<file path="src/rtl/lemming_walker.sv">
// N independent lemming walkers (walk / fall / dig / splat), sharing only clk and areset_n.
// Each channel is a Moore FSM with a saturating fall-duration counter.

module lemming_walker_ch #(
    parameter int SPLAT_CYCLES = 20,
    parameter int CW           = $clog2(SPLAT_CYCLES + 2)
) (
    input  logic clk,
    input  logic areset_n,
    input  logic bump_left_i,
    input  logic bump_right_i,
    input  logic ground_i,
    input  logic dig_i,
    output logic walk_left_o,
    output logic walk_right_o,
    output logic aaah_o,
    output logic digging_o,
    output logic splatted_o
);

    // state  | meaning
    // WALK_L | walking left
    // WALK_R | walking right
    // FALL_L | falling, resumes walking left on a survivable landing
    // FALL_R | falling, resumes walking right on a survivable landing
    // DIG_L  | digging, was facing left
    // DIG_R  | digging, was facing right
    // SPLAT  | dead, absorbing until reset

    typedef enum logic [2:0] {
        WALK_L = 3'd0,
        WALK_R = 3'd1,
        FALL_L = 3'd2,
        FALL_R = 3'd3,
        DIG_L  = 3'd4,
        DIG_R  = 3'd5,
        SPLAT  = 3'd6
    } state_t;

    // Counter holds F-1 during the F-th fall cycle; saturating one past the
    // limit keeps arbitrarily long falls fatal without wrapping.
    localparam logic [CW-1:0] SPLAT_LIM = CW'(SPLAT_CYCLES);
    localparam logic [CW-1:0] CNT_SAT   = CW'(SPLAT_CYCLES + 1);

    state_t          state_q, state_d;
    logic [CW-1:0]   cnt_q, cnt_d;

    always_ff @(posedge clk or negedge areset_n) begin
        if (!areset_n) begin
            state_q <= WALK_L;
            cnt_q   <= '0;
        end else begin
            state_q <= state_d;
            cnt_q   <= cnt_d;
        end
    end

    always_comb begin
        state_d = state_q;
        cnt_d   = '0;
        case (state_q)
            WALK_L: begin
                if (!ground_i)        state_d = FALL_L;
                else if (dig_i)       state_d = DIG_L;
                else if (bump_left_i) state_d = WALK_R;
            end
            WALK_R: begin
                if (!ground_i)         state_d = FALL_R;
                else if (dig_i)        state_d = DIG_R;
                else if (bump_right_i) state_d = WALK_L;
            end
            FALL_L, FALL_R: begin
                if (!ground_i) begin
                    cnt_d = (cnt_q >= CNT_SAT) ? CNT_SAT : cnt_q + CW'(1);
                end else if (cnt_q >= SPLAT_LIM) begin
                    state_d = SPLAT;
                end else begin
                    state_d = (state_q == FALL_L) ? WALK_L : WALK_R;
                end
            end
            DIG_L: begin
                if (!ground_i) state_d = FALL_L;
            end
            DIG_R: begin
                if (!ground_i) state_d = FALL_R;
            end
            SPLAT: begin
                state_d = SPLAT;
            end
            default: begin
                state_d = WALK_L;
            end
        endcase
    end

    assign walk_left_o  = (state_q == WALK_L);
    assign walk_right_o = (state_q == WALK_R);
    assign aaah_o       = (state_q == FALL_L) || (state_q == FALL_R);
    assign digging_o    = (state_q == DIG_L)  || (state_q == DIG_R);
    assign splatted_o   = (state_q == SPLAT);

endmodule

module lemming_walker #(
    parameter int N            = 1,
    parameter int SPLAT_CYCLES = 20,
    parameter int CW           = $clog2(SPLAT_CYCLES + 2)
) (
    input  logic         clk,
    input  logic         areset_n,
    input  logic [N-1:0] bump_left,
    input  logic [N-1:0] bump_right,
    input  logic [N-1:0] ground,
    input  logic [N-1:0] dig,
    output logic [N-1:0] walk_left,
    output logic [N-1:0] walk_right,
    output logic [N-1:0] aaah,
    output logic [N-1:0] digging,
    output logic [N-1:0] splatted
);

    for (genvar g = 0; g < N; g++) begin : g_ch
        lemming_walker_ch #(
            .SPLAT_CYCLES (SPLAT_CYCLES),
            .CW           (CW)
        ) u_ch (
            .clk          (clk),
            .areset_n     (areset_n),
            .bump_left_i  (bump_left[g]),
            .bump_right_i (bump_right[g]),
            .ground_i     (ground[g]),
            .dig_i        (dig[g]),
            .walk_left_o  (walk_left[g]),
            .walk_right_o (walk_right[g]),
            .aaah_o       (aaah[g]),
            .digging_o    (digging[g]),
            .splatted_o   (splatted[g])
        );
    end

endmodule

</file>
<file path="config.mk">
export PLATFORM = sky130hd
export DESIGN_NAME = lemming_walker
export DESIGN_NICKNAME = d
export VERILOG_FILES = /design/src/rtl/lemming_walker.sv
export SDC_FILE = /design/constraint.sdc
export NUM_CORES = 1
export LEC_CHECK = 0
export ABC_AREA = 0
export BUFFER_PORTS_ARGS = -buffer_cell sky130_fd_sc_hd__buf_2
export CAP_MARGIN = 20
export CORE_AREA = 8 8 45 47
export CTS_CLUSTER_SIZE = 12
export DETAILED_ROUTE_END_ITERATION = 10
export DIE_AREA = 0 0 53 55
export GPL_TIMING_DRIVEN = 0
export PLACE_DENSITY = 0.69
export SLEW_MARGIN = 5
export SYNTH_ARGS = -nofsm -noshare
export SYNTH_HDL_FRONTEND = slang
export SYNTH_SLANG_ARGS = --single-unit
</file>
<file path="constraint.sdc">
create_clock -name clk -period 2.65 [get_ports clk]
set_input_delay 0.6625 -clock clk [delete_from_list [all_inputs] [get_ports clk]]
set_output_delay 0.6625 -clock clk [all_outputs]
set_load 0.01 [all_outputs]
</file>
==> results of run 1 <==
## area by class of cell
| type | count | area share (%) |
|---|---|---|
| Buffer | 2 | 2.648 |
| Clock buffer | 3 | 3.666 |
| Inverter | 4 | 2.444 |
| Multi-Input combinational cell | 41 | 47.25 |
| Sequential cell | 8 | 32.59 |
| Tap cell | 16 | 3.259 |
| Timing Repair Buffer | 10 | 8.147 |
## state kept, by name, summed over array words and instances, names as in the netlist
register / cells
g_ch.u_ch.cnt_q: 5
g_ch.u_ch.state_q: 3
## kinds of logic after synthesis
logic type	synth area share, %
simple gates	26.62
compound gates	18.47
flops	38.37
buf+inv	5.993
fa+ha+maj	7.195
xor+xnor	3.358
## cell usage after synthesis
cell	instances
a211o_1	1
a21o_1	1
a21oi_1	3
a221oi_1	1
a31oi_1	1
and2b_1	1
and4_1	1
buf_2	1
buf_6	1
dfrtp_1	8
ha_1	3
inv_1	4
nand2_1	4
nand2b_4	1
nand3_1	2
nand4_1	1
nor2_1	2
nor2b_1	3
nor3_2	1
nor3b_1	3
o21a_1	1
o21ai_0	1
o21ai_1	4
o311ai_1	1
o31a_1	1
or3b_1	1
or4b_1	1
xnor2_1	1
xor2_1	1
## layer usage
metal	global-route usage (%)	up-vias	wire (µm)
met5	0	-	0
met4	9.052	0	19
met3	2.406	2	43
met2	13.67	12	483
met1	10.36	204	494
li1	-	224	-
## stage by stage
stage	hold WS, ns	utilization (%)	instances
5_1_grt	0.2440	44.39	84
2_1_floorplan	0.3669	-	55
6_report	0.2447	44.39	84
3_5_place_dp	0.5116	42.77	81
4_1_cts	0.2364	44.39	84
3_3_place_gp	0.5084	42.77	81
## worst paths after layout
| kind | startpoint | end | slack (ns) | depth (start not counted) |
|---|---|---|---|---|
| worst min-delay path | areset_n | g_ch[0].u_ch.cnt_q[4]$_DFF_PN0_ | 0.24 | 1 |
| min in group clk | g_ch[0].u_ch.cnt_q[4]$_DFF_PN0_ | g_ch[0].u_ch.cnt_q[4]$_DFF_PN0_ | 0.53 | 2 |
| max in group asynchronous | areset_n | g_ch[0].u_ch.cnt_q[1]$_DFF_PN0_ | 2.24 | 1 |
| worst min register to register | g_ch[0].u_ch.cnt_q[4]$_DFF_PN0_ | g_ch[0].u_ch.cnt_q[4]$_DFF_PN0_ | 0.53 | 2 |
| worst max-delay path | g_ch[0].u_ch.state_q[2]$_DFFE_PN0P_ | splatted | 0.79 | 4 |
| worst max register to register | g_ch[0].u_ch.cnt_q[0]$_DFF_PN0_ | g_ch[0].u_ch.cnt_q[3]$_DFF_PN0_ | 1.18 | 4 |
## power groups by stage
| stage | clock [W] | sequential (W) | combinational, W |
|---|---|---|---|
| 6_report | 0.0000883 | 0.000191 | 0.000262 |
| 5_1_grt | 0.0000983 | 0.000197 | 0.000303 |
| 4_1_cts | 0.0000945 | 0.000190 | 0.000267 |
| 3_5_place_dp | 0 | 0.000191 | 0.000266 |
| 3_3_place_gp | 0 | 0.000192 | 0.000263 |
| 2_1_floorplan | 0 | 0.000183 | 0.000193 |
## worst max-delay path, stage by stage, from the launching register on
cell and delay [ns]:
dfrtp_1 0.40, buf_2 0.22, nand2_1 0.07, nor2_1 0.11, buf_2 0.15
==> metrics, run 1 <==
final number of hold-violating endpoints 0; Yosys top cell by area dfrtp_1; Remaining DRCs 0; CP Capture Type primary output; critical path required time between 1.5 and 2 ns; status complete, no violations; Critical Path Source Type flip-flop; Post-Syn Nets between 60 and 70; pre-CTS setup slack between 0.9 and 1 ns; CTS Buf Count 3; CTS root buf clkbuf_4; Num Clock Sinks 8; max-slew violations 0; Flop pwr share between 30% and 40%; switching share of power roughly 40%; I/O pin count 11; total track usage 9.181%; global-route wire length before repair 1.966 mm; Diodes inserted 0; vias in the first global route 478; #FFs+latches synth 8; syn_area_per_cell between 9 and 10 µm²; Yosys warning total 0; synth top area cells dfrtp_1 (38%), ha_1 (7.2%), nor3b_1 (4.3%); relative slew slack between 80% and 90%; setup TNS 0 ns; first drt pass iteration count 3; HPWL after DPL approximately 830 µm; clock power share between 15 and 20%; Area growth syn-to-layout 17.75%; initial core utilization between 30 and 40%; Post-CTS Repair Setup Buffers 0; Netlist cell types 29; Min-Delay Path Class input pin to async pin; Fmax between 0.5 and 0.6 GHz; WS Path Type flip-flop to primary output; H-tree depth 1; layout cells sized above 1 roughly a quarter; clock-pin slew on the worst setup and hold paths 0.05 ns; Final Critical Period approximately 1.9 ns; # resized after CTS 0; Longest Clk Path Bufs 2; DR vias/cell 5.262; most frequent cells in the layout buf_2 (11), dfrtp_1 (8), inv_1 (4), nand2_1 (4), o21ai_1 (4); clock skew around 0.0040 ns; Die X around 53 µm; final instance area ~610 µm²; Setup violations, final 0; area of the multi-input gates 290.3 µm²; grt ovf 0; Antenna Nets Post-Route 0; critical path data arrival time roughly 1.2 ns; Worst VDD drop between 400 and 500 µV; Switching Power approximately 0.00022 W; Synth Cell Area between 500 and 600 µm²; initial antenna violation count 0; hold-fix buffers at CTS 0; Logic pwr share a little under 50%; FILL cells 140; CP Max Fanout 10; final period utilization around 70%; most common cell after layout, fill and taps aside buf_2; row count 14; PortBufs 10; worst-skew pair later-pin latency around 0.25 ns; Cells after Synth 55; Post-DP Area ~590 µm²; Tightest Pin Transition approximately 0.25 ns; power per cell area between 800 and 900 nW/µm²; TritonCTS clock tree yes; MaxCap Viol Count 0; post-synth top area share 38.37%; largest net degree at the start of global routing 11; wirelength, routed between 1 and 1.5 mm; DR vias about 440; Die ar. approximately 2900 µm²; Core Footprint 1384 µm²; GPL Wtd Cong approximately 0.69; Die Span Y 55 µm; Seq/Total Area, Yosys around two fifths; routed length per instance 12.39 µm; Total Nets Final 79; final worst setup slack 0.7930 ns; initial DRC count 2; Internal around 0.00032 W; Power, Total around 0.00054 W; Sequential cell area approximately 200 µm²; Static Leak about 0.30 nW; RSZ-0062 raised after global routing false
Power figures use the tool's default switching activity.
==> run 2: changes to the inputs <==
--- a/config.mk
+++ b/config.mk
@@ -13,7 +13,7 @@
 export DETAILED_ROUTE_END_ITERATION = 10
 export DIE_AREA = 0 0 53 55
 export GPL_TIMING_DRIVEN = 0
-export PLACE_DENSITY = 0.69
+export PLACE_DENSITY = 0.72
 export SLEW_MARGIN = 5
 export SYNTH_ARGS = -nofsm -noshare
 export SYNTH_HDL_FRONTEND = slang
==> constraint.sdc (replaced) <==
create_clock -name clk -period 1.7 [get_ports clk]
set_input_delay 0.425 -clock clk [delete_from_list [all_inputs] [get_ports clk]]
set_output_delay 0.425 -clock clk [all_outputs]
set_load 0.01 [all_outputs]
==> run 2 against run 1 <==
Net effect: worst hold slack got worse by 0.23 ns; critical path depth fell by 1; combinational power rose by 60%; sequential share of layout area fell by 0.13 points; routed wire length fell by 0.48%; first-iteration DRC count rose to 3.0 times the previous value.
==> metrics, run 2 (same netlist as run 1, synthesis figures left out) <==
Area growth syn-to-layout 18.23%; final instance area 616.8 µm²; DR WL met2 about 450 µm; H-tree depth 1; final non-filler cell total 84; clock-pin slew on the worst setup and hold paths 0.05 ns; layout cells sized above 1 between 20% and 30%; initial core utilization approximately 38%; power per cell area between 1000 and 1500 nW/µm²; Remaining DRCs 0; vias in the first global route 452; pre-CTS setup slack about 0.23 ns; Die X approximately 53 µm; status complete, no violations; biggest regs g_ch.u_ch.cnt_q (5), g_ch.u_ch.state_q (3); first drt pass iteration count 4; GPL Wtd Cong roughly 0.71; CTS Buf Count 3; CP Capture Type primary output; setup TNS 0 ns; grt ovf 0; Longest Clk Path Bufs 2; most common cell after layout, fill and taps aside buf_2; Max Used Layer met4; FILL cells ~130; Diodes inserted 0; largest net degree at the start of global routing 11; Setup violations, final 0; critical path required time 1.27 ns; relative slew slack 82.08%; initial antenna violation count 0; Core Footprint around 1400 µm²; reg2reg start g_ch[0].u_ch.cnt_q[1]$_DFF_PN0_; Largest register FFs 5; R2R depth 5; final worst setup slack approximately 0.075 ns; WS Path Type flip-flop to primary output; Static Leak just under 0.3 nW; Num Clock Sinks 8; routed wl met3 roughly 50 µm; area of the multi-input gates between 200 and 300 µm²; Critical Path Source g_ch[0].u_ch.state_q[2]$_DFFE_PN0P_; CP Max Fanout 10; total track usage about 9%; DR vias/cell roughly 5.3; Critical Path Source Type flip-flop; initial DRC count 6; Min-Delay Path Class input pin to async pin; PortBufs 10; routed length per instance ~12 µm; TritonCTS clock tree yes; wirelength, routed a little over 1 mm; final number of hold-violating endpoints 0; Post-DP Area 591.8 µm²; Die Span Y roughly 55 µm; Worst VDD drop ~680 µV; clock skew about 0.0034 ns; row count 14; most frequent cells in the layout buf_2 (10), dfrtp_1 (8), inv_1 (4), nand2_1 (4), o21ai_1 (4); Total Nets Final a little under 80; critical path data arrival time about 1.2 ns; metal1 wirelength a little over 500 µm; Biggest register g_ch.u_ch.cnt_q; CTS root buf clkbuf_4; worst hold margin around 0.01 ns; Die ar. 2915 µm²; RSZ-0062 raised after global routing false; r2r setup slk about 0.25 ns; I/O pin count 11; Tightest Pin Transition roughly 0.26 ns; FF-to-FF End g_ch[0].u_ch.cnt_q[3]$_DFF_PN0_; CP Cell Sequence buf_4, nor3b_1, buf_2; crit path capture walk_right; MaxCap Viol Count 0; Fmax roughly 0.62 GHz; Inst Count DP slightly above 80; worst-skew pair later-pin latency around 0.25 ns; global-route wire length before repair between 1.5 and 2 mm; HPWL after DPL between 800 and 900 µm; DR vias approximately 450; max-slew violations 0; CP peak stage delay 0.42 ns; Antenna Nets Post-Route 0; Worst path slowest cell dfrtp_1; Sequential cell area roughly 200 µm²; final period utilization 95.58%; Final Critical Period roughly 1.6 ns
run 2: changes by cell type in the layout (fill, tap and decap cells not counted):
cell   before  now
buf_4       0    1
buf_2      11   10
run 2: worst max-delay path, delay by kind of cell, from the launching register on:
kind | cells | cell delay (ns)
flip-flops | 1 | 0.42
buffers and inverters | 2 | 0.34
AND/OR/NAND/NOR | 1 | 0.19
run 2: power breakdown:
part / leakage, nW / total (W) / switching (W) / internal [W]
registers: 0.107 / 0.000298 / 0.0000587 / 0.000239
logic: 0.177 / 0.000418 / 0.000229 / 0.000189
clock network: 0.0138 / 0.000138 / 0.0000572 / 0.0000803
run 2: worst min-delay path by stage:
stage	depth (start not counted)	from	slack [ns]	endpoint
final	1	areset_n	0.01	g_ch[0].u_ch.state_q[0]$_DFFE_PN0P_
after global routing	1	areset_n	0.008	g_ch[0].u_ch.state_q[0]$_DFFE_PN0P_
after CTS	1	areset_n	0.008	g_ch[0].u_ch.state_q[0]$_DFFE_PN0P_
after detailed placement	1	areset_n	0.28	g_ch[0].u_ch.state_q[0]$_DFFE_PN0P_
after global placement	1	areset_n	0.27	g_ch[0].u_ch.cnt_q[4]$_DFF_PN0_
after floorplan	0	areset_n	0.13	g_ch[0].u_ch.cnt_q[0]$_DFF_PN0_
run 2: stage by stage:
step / utilization [%] / power (W)
2_1_floorplan: - / 0.0005858
6_report: 44.57 / 0.0008536
3_3_place_gp: 42.77 / 0.0007058
5_1_grt: 44.57 / 0.0009368
4_1_cts: 44.39 / 0.0008624
3_5_place_dp: 42.77 / 0.0007144
run 2: layout make-up:
class	count	share of cell area (%)
inverter	4	2.434
multi-input combinational	41	47.06
sequential	8	32.45
clock buffer	3	3.651
tap	16	3.245
buffer	2	3.043
timing repair buffer	10	8.114
run 2: timing repair:
item	in CTS	in global routing
resized for setup	0	2
setup buffers	0	0
hold endpoints to repair	0	0
hold buffers	0	0
setup endpoints to repair	0	2
run 2: layer usage:
metal / vias to the layer above / track usage, %
met4: 0 / 7.759
met5: - / 0
met1: 206 / 10.23
met3: 2 / 1.872
li1: 228 / -
met2: 12 / 13.48
==> run 3: changes to the inputs <==
--- a/config.mk
+++ b/config.mk
@@ -8,13 +8,16 @@
 export ABC_AREA = 0
 export BUFFER_PORTS_ARGS = -buffer_cell sky130_fd_sc_hd__buf_2
 export CAP_MARGIN = 20
-export CORE_AREA = 8 8 45 47
+export CELL_PAD_IN_SITES_DETAIL_PLACEMENT = 0
+export CELL_PAD_IN_SITES_GLOBAL_PLACEMENT = 1
+export CORE_MARGIN = 2
+export CORE_UTILIZATION = 35
 export CTS_CLUSTER_SIZE = 12
 export DETAILED_ROUTE_END_ITERATION = 10
-export DIE_AREA = 0 0 53 55
 export GPL_TIMING_DRIVEN = 0
-export PLACE_DENSITY = 0.72
+export PLACE_DENSITY = 0.8
 export SLEW_MARGIN = 5
 export SYNTH_ARGS = -nofsm -noshare
 export SYNTH_HDL_FRONTEND = slang
+export SYNTH_HIERARCHICAL = 1
 export SYNTH_SLANG_ARGS = --single-unit
==> run 3 against run 2 <==
Net effect: first-iteration DRC count is 17% higher; setup slack worse by 0.0046 ns; fmax shrank 0.28%; combinational power decreased by 26%; via count rose by 2.2%; clock-buffer cell count unchanged; non-clock buffer count rose by 1; area after synthesis up 5.0%; total power down 19%; largest power group unchanged.
==> metrics, run 3 <==
status complete, no violations; clock power share a little over a fifth; max-slew violations 0; final worst setup slack ~0.071 ns; Netlist cell types 30; total track usage ~13%; Worst path slowest cell dfrtp_1; most frequent CP cell buf_2; Static Leak 0.2987 nW; initial antenna violation count 0; most common cell after layout, fill and taps aside buf_2; switching share of power a little over a third; clock-pin slew on the worst setup and hold paths 0.06 ns; hold-fix buffers at CTS 0; Num Clock Sinks 8; Largest register FFs 5; most frequent cells in the layout buf_2 (12), dfrtp_1 (8), nor2_1 (6); I/O pin count 11; initial DRC count 7; Yosys top cell by area dfrtp_1; CP Max Fanout 10; Fmax between 0.6 and 0.7 GHz; Flop pwr share approximately 35%; Area growth syn-to-layout 16.89%; # resized after CTS 0; MaxCap Viol Count 0; initial core utilization 36.81%; CP Capture Type primary output; biggest regs g_ch.u_ch/cnt_q (5), g_ch.u_ch/state_q (3); Yosys warning total 6; Critical Path Source Type flip-flop; H-tree depth 1; Die ar. about 1900 µm²; main flop type after synthesis dfrtp_1; CP Cell Sequence buf_2, nor2b_4, and2_4, buf_2; Tightest Pin Transition 0.2288 ns; Cells after Synth 56; Final Critical Period 1.629 ns; DR vias/cell between 5 and 6; Core Footprint between 1000 and 1500 µm²; Die Span Y 43.57 µm; CTS root buf clkbuf_4; most instantiated cells after synthesis dfrtp_1 (8), nor2_1 (6); Async SR Flop Fraction between 90% and 100%; power per cell area ~1100 nW/µm²; Post-CTS Repair Setup Buffers 0; critical path data arrival time between 1 and 1.5 ns; setup TNS 0 ns; CP peak stage delay 0.31 ns; layout cells sized above 1 33.33%; Remaining DRCs 0; wirelength, routed roughly 1.0 mm; Post-Syn Nets 65; final period utilization between 90% and 100%; Seq/Total Area, Yosys a little over a third; RSZ-0062 raised after global routing false; grt ovf 0; Antenna Nets Post-Route 0; DR vias 458; Internal ~0.00045 W; Setup violations, final 0; row count 14; Post-synth EDFFs 0; top-count cell post-synth dfrtp_1; #FFs+latches synth 8; Logic pwr share around 45%; Die X around 44 µm; Worst VDD drop 445.3 µV; Longest Clk Path Bufs 2; HPWL after DPL between 700 and 800 µm; global-route wire length before repair ~1.8 mm; WS Path Type flip-flop to primary output; first drt pass iteration count 4; Biggest register g_ch.u_ch/cnt_q; Switching Power 0.0002471 W; Synth Cell Area between 500 and 600 µm²; Total Nets Final 80; clock skew around 0.0032 ns; post-synth top area share around 37%; pre-CTS setup slack 0.3298 ns; worst hold margin roughly 0.0057 ns; PortBufs 10; Buf/Inv on CP 2; syn_area_per_cell between 9 and 10 µm²; Worst path top cell family by delay buffers and inverters; critical path required time roughly 1.3 ns; Diodes inserted 0; TritonCTS clock tree yes; largest net degree at the start of global routing 11; final number of hold-violating endpoints 0; GPL Wtd Cong around 0.76; synth top area cells dfrtp_1 (37%), ha_1 (6.8%), nor2_1 (4.1%); relative slew slack between 80% and 90%; vias in the first global route around 430; routed length per instance 12.20 µm; worst-skew pair later-pin latency about 0.25 ns; Min-Delay Path Class input pin to async pin; CTS Buf Count 3
==> run 3: cell types whose count changed after synthesis, moves of 2 or more <==
cell     change
a21oi_1      -2
nand2_1      -3
a32oi_1      +2
and3_1       +2
nor2_1       +4
nor3b_1      -2
==> run 3: logic make-up after synthesis <==
family / Yosys count / synth area share (%)
buffers and inverters: 6 / 5.936
adder cells (fa/ha/maj): 3 / 6.850
XOR/XNOR: 2 / 3.197
AND/OR/NAND/NOR: 21 / 23.97
AO/OA/AOI/OAI: 15 / 20.78
flip-flops: 8 / 36.53
multiplexers: 1 / 2.739
==> run 3: path summary, 6_finish.rpt <==
path	startpoint	end	slack, ns	depth (start not counted)
setup / recovery	g_ch[0].u_ch/state_q[1]$_DFFE_PN0P_	splatted	0.07	4
hold / removal	areset_n	g_ch[0].u_ch/cnt_q[3]$_DFF_PN0_	0.006	1
setup reg to reg	g_ch[0].u_ch/cnt_q[1]$_DFF_PN0_	g_ch[0].u_ch/cnt_q[1]$_DFF_PN0_	0.33	5
hold reg to reg	g_ch[0].u_ch/cnt_q[4]$_DFF_PN0_	g_ch[0].u_ch/cnt_q[4]$_DFF_PN0_	0.53	2
max in group asynchronous	areset_n	g_ch[0].u_ch/state_q[2]$_DFFE_PN0P_	1.53	1
min in group clk	ground	g_ch[0].u_ch/state_q[1]$_DFFE_PN0P_	0.47	2
==> run 3: power groups by stage <==
stage	clock network, W	registers, W	logic (W)
2_1_floorplan	0	0.000238	0.000235
3_3_place_gp	0	0.000242	0.000306
3_5_place_dp	0	0.000243	0.000311
4_1_cts	0.000151	0.000240	0.000312
5_1_grt	0.000161	0.000245	0.000346
6_report	0.000146	0.000239	0.000308
==> run 3: per-layer routing <==
metal	wire length (µm)	GRT usage [%]	vias to the layer above
met5	0	0	-
met3	38	1.250	2
li1	-	-	226
met1	499	17.62	221
met2	484	18.53	9
met4	14	9.091	0
==> run 3: stage by stage <==
| stage | cells | power [W] | instance area, µm² | utilization (%) |
|---|---|---|---|---|
| finish | 85 | 0.0006927 | 640.6 | 43.03 |
| global route | 85 | 0.0007516 | 640.6 | 43.03 |
| CTS | 85 | 0.0007025 | 640.6 | 43.03 |
| detailed placement | 82 | 0.0005536 | 618.1 | 41.51 |
| global placement | 82 | 0.0005475 | 618.1 | 41.51 |
| floorplan | 56 | 0.0004731 | 548.0 | - |
==> run 3: layout make-up <==
class | instances | area, µm²
fillers | 150 | 848.3
multi-input cells | 42 | 315.3
flip-flops and latches | 8 | 200.2
repair buffers | 10 | 50.05
clock buffers | 3 | 22.52
plain buffers | 3 | 21.27
well taps | 16 | 20.02
inverters | 3 | 11.26
